`src/rtl/tt_pll_pkg.sv`:
```
// Shared types and constants for the all-digital PLL loop controller.
//   pll_state_e : loop controller state, encoding visible on o_state
//   PLL_CTRL_W  : default DCO control word width
package tt_pll_pkg;

   localparam int PLL_CTRL_W = 8;

   typedef enum logic [1:0] {
      IDLE    = 2'd0,
      ACQUIRE = 2'd1,
      TRACK   = 2'd2,
      LOCKED  = 2'd3
   } pll_state_e;

endpackage

```
`src/rtl/tt_pll_lock_det.sv`:
```
// Lock detector for the PLL loop controller: window counter, signed net
// phase-error counter and consecutive-quiet-window counter.
//   i_clk, i_rst_n : clock, asynchronous active-low reset
//   clear          : zero all three counters next cycle (highest priority)
//   run            : advance the window and accumulate net error this cycle
//   track_mode     : window ends count quiet windows (TRACK) instead of
//                    watching for loud ones (LOCKED)
//   up, down       : PFD pulses of this cycle
//   win_end        : this cycle is the last of the evaluation window
//   quiet_win      : |net| including this cycle's pulse is <= LOCK_THRESH
//   loud_win       : |net| including this cycle's pulse is >= UNLOCK_THRESH
//   lock_ok        : window end that brings the quiet count to LOCK_WINS
// The status outputs are not gated by run; the controller qualifies them
// with its own state so no combinational path runs back through run.
module tt_pll_lock_det #(
   parameter int WIN           = 16,
   parameter int LOCK_THRESH   = 2,
   parameter int LOCK_WINS     = 4,
   parameter int UNLOCK_THRESH = 6
) (
   input  logic i_clk,
   input  logic i_rst_n,
   input  logic clear,
   input  logic run,
   input  logic track_mode,
   input  logic up,
   input  logic down,
   output logic win_end,
   output logic quiet_win,
   output logic loud_win,
   output logic lock_ok
);

   localparam int WIN_W = (WIN > 1) ? $clog2(WIN) : 1;
   localparam int NET_W = $clog2(WIN) + 2;
   localparam int Q_W   = $clog2(LOCK_WINS + 1);

   localparam logic [NET_W-1:0] NET_ONE = NET_W'(1);

   logic [WIN_W-1:0]        win_cnt;
   logic signed [NET_W-1:0] net;
   logic signed [NET_W-1:0] net_eval;
   logic [NET_W-1:0]        net_abs;
   logic [Q_W-1:0]          quiet;
   logic [Q_W-1:0]          quiet_inc;

   // Net error with this cycle's pulse folded in, so the window-end
   // cycle's own pulse takes part in the evaluation.
   always_comb begin
      net_eval = net;
      if (up && !down) begin
         net_eval = net + NET_ONE;
      end else if (down && !up) begin
         net_eval = net - NET_ONE;
      end
   end

   assign net_abs   = net_eval[NET_W-1] ? NET_W'(-net_eval) : NET_W'(net_eval);
   assign win_end   = (win_cnt == WIN_W'(WIN - 1));
   assign quiet_win = (net_abs <= NET_W'(LOCK_THRESH));
   assign loud_win  = (net_abs >= NET_W'(UNLOCK_THRESH));
   assign quiet_inc = quiet + Q_W'(1);
   assign lock_ok   = win_end && quiet_win && (quiet_inc >= Q_W'(LOCK_WINS));

   always_ff @(posedge i_clk or negedge i_rst_n) begin
      if (!i_rst_n) begin
         win_cnt <= '0;
         net     <= '0;
         quiet   <= '0;
      end else if (clear) begin
         win_cnt <= '0;
         net     <= '0;
         quiet   <= '0;
      end else if (run) begin
         if (win_end) begin
            win_cnt <= '0;
            net     <= '0;
            if (track_mode) begin
               quiet <= quiet_win ? quiet_inc : '0;
            end else if (loud_win) begin
               quiet <= '0;
            end
         end else begin
            win_cnt <= win_cnt + WIN_W'(1);
            net     <= net_eval;
         end
      end
   end

endmodule

```
`src/rtl/tt_pll_loop_ctrl.sv`:
```
// Digital loop filter and lock controller for the all-digital PLL.
// Integrates PFD up/down pulses into the DCO control word, sequencing
// IDLE -> ACQUIRE (coarse steps) -> TRACK (unit steps) -> LOCKED.
//   i_clk, i_rst_n        : clock, asynchronous active-low reset
//   i_en                  : loop enable; low returns to IDLE at INIT_CODE
//   i_up, i_down          : PFD pulses (ref leads / fb leads)
//   o_ctrl                : registered DCO control word
//   o_locked              : registered, high while state is LOCKED
//   o_state               : current state encoding (pll_state_e)
//   o_sat                 : one-cycle pulse after a clamped update
//   i_scan_en, i_scan_in  : scan shift through o_ctrl, MSB out first
//   o_scan_out            : o_ctrl MSB
module tt_pll_loop_ctrl
   import tt_pll_pkg::*;
#(
   parameter int                CTRL_W        = PLL_CTRL_W,
   parameter logic [CTRL_W-1:0] INIT_CODE     = 8'h80,
   parameter int                COARSE_STEP   = 4,
   parameter int                WIN           = 16,
   parameter int                LOCK_THRESH   = 2,
   parameter int                LOCK_WINS     = 4,
   parameter int                UNLOCK_THRESH = 6
) (
   input  logic              i_clk,
   input  logic              i_rst_n,
   input  logic              i_en,
   input  logic              i_up,
   input  logic              i_down,
   output logic [CTRL_W-1:0] o_ctrl,
   output logic              o_locked,
   output logic [1:0]        o_state,
   output logic              o_sat,
   input  logic              i_scan_en,
   input  logic              i_scan_in,
   output logic              o_scan_out
);

   pll_state_e        state_q, state_d;
   logic [CTRL_W-1:0] ctrl_q, ctrl_d;
   logic              locked_q;
   logic              sat_q, sat_d;
   logic              last_up_q, last_up_d;
   logic              last_vld_q, last_vld_d;

   logic              up_only, dn_only;
   logic [CTRL_W:0]   step;
   logic [CTRL_W:0]   sum_up;
   logic [CTRL_W-1:0] diff_dn;
   logic              over, under, clamp, reversal;

   logic              det_clear, det_run, det_track;
   logic              win_end, quiet_win, loud_win, lock_ok;

   assign up_only = i_up && !i_down;
   assign dn_only = i_down && !i_up;
   assign step    = (state_q == ACQUIRE) ? (CTRL_W+1)'(COARSE_STEP) : (CTRL_W+1)'(1);

   // One extra bit exposes overflow above 2^CTRL_W-1; underflow is a
   // plain compare against the step.
   assign sum_up  = {1'b0, ctrl_q} + step;
   assign diff_dn = ctrl_q - step[CTRL_W-1:0];
   assign over    = sum_up[CTRL_W];
   assign under   = ({1'b0, ctrl_q} < step);
   assign clamp   = (up_only && over) || (dn_only && under);

   // A reversal needs a previously recorded direction to compare with.
   assign reversal = last_vld_q && ((up_only && !last_up_q) || (dn_only && last_up_q));

   assign det_track = (state_q == TRACK);

   always_comb begin
      state_d    = state_q;
      ctrl_d     = ctrl_q;
      sat_d      = 1'b0;
      last_up_d  = last_up_q;
      last_vld_d = last_vld_q;
      det_clear  = 1'b0;
      det_run    = 1'b0;

      if (i_scan_en) begin
         ctrl_d = {ctrl_q[CTRL_W-2:0], i_scan_in};
      end else if (!i_en) begin
         state_d    = IDLE;
         ctrl_d     = INIT_CODE;
         last_up_d  = 1'b0;
         last_vld_d = 1'b0;
         det_clear  = 1'b1;
      end else if (state_q == IDLE) begin
         state_d   = ACQUIRE;
         det_clear = 1'b1;
      end else begin
         if (up_only) begin
            ctrl_d = over ? '1 : sum_up[CTRL_W-1:0];
         end else if (dn_only) begin
            ctrl_d = under ? '0 : diff_dn;
         end
         sat_d = clamp;

         if (up_only || dn_only) begin
            last_up_d  = up_only;
            last_vld_d = 1'b1;
         end

         if (state_q == ACQUIRE) begin
            // Window counters only run once tracking; hold them at zero.
            det_clear = 1'b1;
            if (reversal) begin
               state_d = TRACK;
            end
         end else if (clamp) begin
            // Saturation restart outranks any window-end transition.
            state_d   = ACQUIRE;
            det_clear = 1'b1;
         end else begin
            det_run = 1'b1;
            if (state_q == TRACK) begin
               if (win_end && quiet_win && lock_ok) begin
                  state_d = LOCKED;
               end
            end else if (win_end && loud_win) begin
               state_d = TRACK;
            end
         end
      end
   end

   always_ff @(posedge i_clk or negedge i_rst_n) begin
      if (!i_rst_n) begin
         state_q    <= IDLE;
         ctrl_q     <= INIT_CODE;
         locked_q   <= 1'b0;
         sat_q      <= 1'b0;
         last_up_q  <= 1'b0;
         last_vld_q <= 1'b0;
      end else begin
         state_q    <= state_d;
         ctrl_q     <= ctrl_d;
         locked_q   <= (state_d == LOCKED);
         sat_q      <= sat_d;
         last_up_q  <= last_up_d;
         last_vld_q <= last_vld_d;
      end
   end

   tt_pll_lock_det #(
      .WIN           (WIN),
      .LOCK_THRESH   (LOCK_THRESH),
      .LOCK_WINS     (LOCK_WINS),
      .UNLOCK_THRESH (UNLOCK_THRESH)
   ) u_lock_det (
      .i_clk      (i_clk),
      .i_rst_n    (i_rst_n),
      .clear      (det_clear),
      .run        (det_run),
      .track_mode (det_track),
      .up         (i_up),
      .down       (i_down),
      .win_end    (win_end),
      .quiet_win  (quiet_win),
      .loud_win   (loud_win),
      .lock_ok    (lock_ok)
   );

   assign o_ctrl     = ctrl_q;
   assign o_locked   = locked_q;
   assign o_state    = state_q;
   assign o_sat      = sat_q;
   assign o_scan_out = ctrl_q[CTRL_W-1];

endmodule
```
`config.mk`:
```
export PLATFORM = sky130hd
export DESIGN_NAME = tt_pll_loop_ctrl
export DESIGN_NICKNAME = d
export VERILOG_FILES = /design/src/rtl/tt_pll_pkg.sv /design/src/rtl/tt_pll_lock_det.sv /design/src/rtl/tt_pll_loop_ctrl.sv
export SDC_FILE = /design/constraint.sdc
export NUM_CORES = 1
export LEC_CHECK = 0
export BUFFER_PORTS_ARGS = -buffer_cell sky130_fd_sc_hd__buf_2
export CORE_MARGIN = 2
export CORE_UTILIZATION = 25
export CTS_CLUSTER_SIZE = 20
export DETAILED_ROUTE_END_ITERATION = 10
export GPL_ROUTABILITY_DRIVEN = 0
export GPL_TIMING_DRIVEN = 0
export MAX_ROUTING_LAYER = met4
export PLACE_DENSITY = 0.45
export REMOVE_ABC_BUFFERS = 1
export SLEW_MARGIN = 15
export SYNTH_ARGS = -nofsm -noshare
export SYNTH_HDL_FRONTEND = slang
export SYNTH_SLANG_ARGS = --single-unit
export TNS_END_PERCENT = 1
```
`constraint.sdc`:
```
create_clock -name i_clk -period 3.5 [get_ports i_clk]
set_input_delay 0.525 -clock i_clk [delete_from_list [all_inputs] [get_ports i_clk]]
set_output_delay 0.525 -clock i_clk [all_outputs]
set_load 0.05 [all_outputs]
```
==> summary.md <==
| Metric | Value |
|---|---|
| Initial DRC count | `106` |
| Actual slew at the worst max-slew pin | `1.00 ns` |
| Final Hold Fails | `0` |
| Fmax | `0.309 GHz` |
| Max Root-Sink Buffers | `2` |
| Mapped Cells | `275` |
| Fillers | `999` |
| Synth Area in Compound Gates | `26.1%` |
| Pre-CTS WS | `-0.0142 ns` |
| Crit. Startpoint | `u_lock_det.net[0]` |
| TritonRoute pass-1 iters | `4` |
| Drt total wl | `5.96 mm` |
| Met2 global-route usage | `19.0%` |
| Final period util | `92.6%` |
| Worst path arrival time | `3.42 ns` |
| #FFs+latches synth | `27` |
| Crit Path Max Fanout | `9` |
| Final Cell Area | `0.00260 mm^2` |
| Sequential fraction of the synthesis area | `28.6%` |
| Max Cap Viol | `0` |
| Vias | `2111` |
| Core Util, Final | `28.2%` |
| Placed inst area | `0.00255 mm^2` |
| IO Pins | `20` |
| Core region area | `0.00924 mm^2` |
| Drt wl/cell | `14.4 um` |
| Run status | `finished, final reports clean` |
| H-Tree Depth | `1` |
| Tmin final | `3.24 ns` |
| Synth Flop Type | `dfrtp_1` |
| Grt ovf | `0` |
| Vias per std cell | `5.11` |
| Die width | `101 um` |
| XOR/XNOR share of the synthesized area | `3.33%` |
| EDFF count, synth | `0` |
| Worst VDD drop | `0.153 mV` |
| Cell row count | `35` |
| Mapped Avg Cell Area | `8.62 um^2` |
| Power Dens Cells | `412 mW/mm^2` |
| Nets@finish | `306` |
| Fin. max-slew vios | `0` |
| Starting Density | `25.6%` |
| Layout cells sized above 1 | `15.5%` |
| Final setup margin | `0.260 ns` |
| CP Launch Type | `flop` |
| Hold Path Class | `in -> async` |
| Vias in the first global route | `2008` |
| CTS Buf Count | `3` |
| CTS tree | `yes` |
| Synth cell types | `68` |
| Critical path type | `reg -> reg` |
| DRC | `0` |
| Clock transition at path regs | `0.10 ns` |
| Async set-or-reset flop fraction in the synthesized netlist | `100%` |
| Unrepaired setup endpoints after global routing | `no` |
| Largest family of logic cells by synthesized area | `simple AND/OR/NAND/NOR gates` |
| Met1 Use GR | `18.2%` |
| Die height | `101 um` |
| Relative max-transition margin | `31.4%` |
| Mapped Area | `0.00237 mm^2` |
| Largest net degree at the start of global routing | `33` |
| Clock Sink Count | `27` |
| Global-route wire length before repair | `10.1 mm` |
| RR Startpoint | `u_lock_det.net[0]` |
| Pleak | `1.08 nW` |
| Final setup viols | `0` |
| GRT Total Usage | `12.7%` |
| PortBufs | `19` |
| Met3 Use GR | `1.10%` |
| Mux share of post-synthesis cell area | `2.22%` |
| Die ar. | `0.0103 mm^2` |
| Post-DP HPWL | `4.35 mm` |
| Antenna cell count | `0` |
| Gr busiest metal | `met2` |
| Root Buffer | `clkbuf_8` |
| Critical Path End Type | `flop` |
| CP required | `3.68 ns` |
| Worst clock skew | `0.00843 ns` |
| Initial antenna violation count | `0` |
| Simple-Gate Fraction of Synth Area | `26.6%` |
| Synthesized-area fraction occupied by adder cells | `7.39%` |
| Worst-Skew Late Latency | `0.28 ns` |
| Area delta synth->final | `9.87%` |
| Yosys warnings | `0` |
| Routed Antenna Nets | `0` |
[cell usage in the layout (no fill, tap or decap), types with 3 or more instances in the layout]
master	synthesis	routed
and2_1	5	5
a21oi_1	10	10
inv_1	16	16
o22ai_1	4	4
ha_1	14	13
clkbuf_8	0	3
and3_1	6	6
xnor2_1	6	6
nor2b_1	7	7
o31ai_1	6	5
xor2_1	3	3
nor3_1	7	7
nor2_1	16	16
a211oi_2	3	3
nor4_1	3	3
nand4_1	4	4
a22oi_1	4	4
nand2b_1	3	3
a221o_1	4	4
o21ai_0	21	21
dfrtp_1	26	26
mux2i_1	3	3
buf_2	3	19
nand2_1	26	26
nand3_1	9	9
[critical path: stages (launching register included)]
cell	delay (ns)
dfrtp_1	0.54
inv_1	0.14
ha_1	0.36
and2_1	0.18
o31ai_2	0.25
inv_1	0.13
ha_1	0.24
a2111o_1	0.39
a211o_1	0.34
a211oi_2	0.29
nand4b_1	0.18
o22ai_1	0.09
[power breakdown]
group | switching [mW] | total, mW | internal [mW]
Clock | 0.107 | 0.189 | 0.0820
Combinational | 0.301 | 0.466 | 0.166
Sequential | 0.0724 | 0.416 | 0.344
Total | 0.480 | 1.07 | 0.592
[cell usage after synthesis, types with 2 or more instances]
| cell type | count | area [um^2] |
|---|---|---|
| a22oi_1 | 4 | 30.0 |
| nor3_1 | 7 | 35.0 |
| a31o_2 | 2 | 17.5 |
| and3_1 | 6 | 37.5 |
| mux2i_1 | 3 | 30.0 |
| nand2b_1 | 3 | 18.8 |
| nand3_1 | 9 | 45.0 |
| nor4_1 | 3 | 18.8 |
| a211oi_2 | 3 | 37.5 |
| a221o_1 | 4 | 40.0 |
| a211oi_1 | 2 | 15.0 |
| clkbuf_1 | 8 | 30.0 |
| nor2_1 | 16 | 60.1 |
| o21bai_1 | 2 | 15.0 |
| o211ai_2 | 2 | 25.0 |
| nand2_1 | 26 | 97.6 |
| o21ai_0 | 21 | 105 |
| nor4b_2 | 2 | 30.0 |
| nand4_1 | 4 | 25.0 |
| and2_1 | 5 | 31.3 |
| ha_1 | 14 | 175 |
| a21oi_1 | 10 | 50.1 |
| a211o_1 | 2 | 17.5 |
| or3_1 | 2 | 12.5 |
| xnor2_1 | 6 | 52.6 |
| a31oi_1 | 2 | 12.5 |
| buf_6 | 2 | 22.5 |
| buf_2 | 3 | 15.0 |
| nor4b_1 | 2 | 17.5 |
| inv_1 | 16 | 60.1 |
| nand4b_1 | 2 | 17.5 |
| nor2b_1 | 7 | 43.8 |
| o31ai_1 | 6 | 45.0 |
| o22ai_1 | 4 | 25.0 |
| o311a_1 | 2 | 20.0 |
| o211ai_1 | 2 | 15.0 |
| nor4_4 | 2 | 42.5 |
| dfrtp_1 | 26 | 651 |
| a221oi_1 | 2 | 17.5 |
| xor2_1 | 3 | 26.3 |
[path summary, 6_finish.rpt]
kind,to,cells after the start,slack [ns]
worst max-delay path,u_lock_det.quiet[1],11,0.26
worst min-delay path,u_lock_det.net[4],1,0.25
worst min register to register,u_lock_det.quiet[0],1,0.49
max in group asynchronous,last_up_q,1,2.82
worst max register to register,u_lock_det.quiet[1],11,0.26
min in group i_clk,o_ctrl[0],2,0.49
[area by class of cell]
| type | count | area (um^2) | share of cell area (%) |
|---|---|---|---|
| Sequential cell | 27 | 677 | 26.0 |
| Inverter | 17 | 63.8 | 2.45 |
| Timing Repair Buffer | 19 | 95.1 | 3.65 |
| Tap cell | 129 | 161 | 6.20 |
| Multi-Input combinational cell | 217 | 1560 | 60.0 |
| Clock buffer | 4 | 45.0 | 1.73 |
[metrics by stage]
| stage | TNS [ns] | hold WS, ns | cells | power, mW |
|---|---|---|---|---|
| floorplan | 0 | 0.229 | 261 | 0.766 |
| global placement | 0 | 0.467 | 409 | 0.889 |
| detailed placement | -0.0197 | 0.481 | 409 | 0.892 |
| CTS | 0 | 0.284 | 413 | 1.08 |
| global route | 0 | 0.311 | 413 | 1.15 |
| finish | 0 | 0.250 | 413 | 1.07 |
[routing by layer]
metal  wire, um  share of wire, %
met1       3110                52
met2       2630                44
met3        153               2.6
met4         62               1.0
met5          0                 0
[logic make-up (layout without fill, tap and decap cells)]
group | after synthesis | count (layout)
simple gates | 105 | 105
fa+ha+maj | 14 | 14
compound gates | 85 | 85
xor+xnor | 9 | 9
buf+inv | 31 | 40
flops | 27 | 27
mux | 4 | 4
[what timing repair did]
| action | CTS | global route |
|---|---|---|
| resized for setup | 0 | 2 |
| buffers inserted | 0 | 0 |
| hold buffers | 0 | 0 |
| endpoints found under the setup margin | 0 | 5 |
| endpoints found under the hold margin | 0 | 0 |
[registers in the layout, indices dropped and copies added, names as in the netlist]
register	cells
last_up_q	1
o_sat	1
u_lock_det.win_cnt	4
u_lock_det.net	6
o_ctrl	8
o_locked	1
u_lock_det.quiet	3
o_state	2
last_vld_q	1
Note: power is estimated with default switching activity, not from simulation.
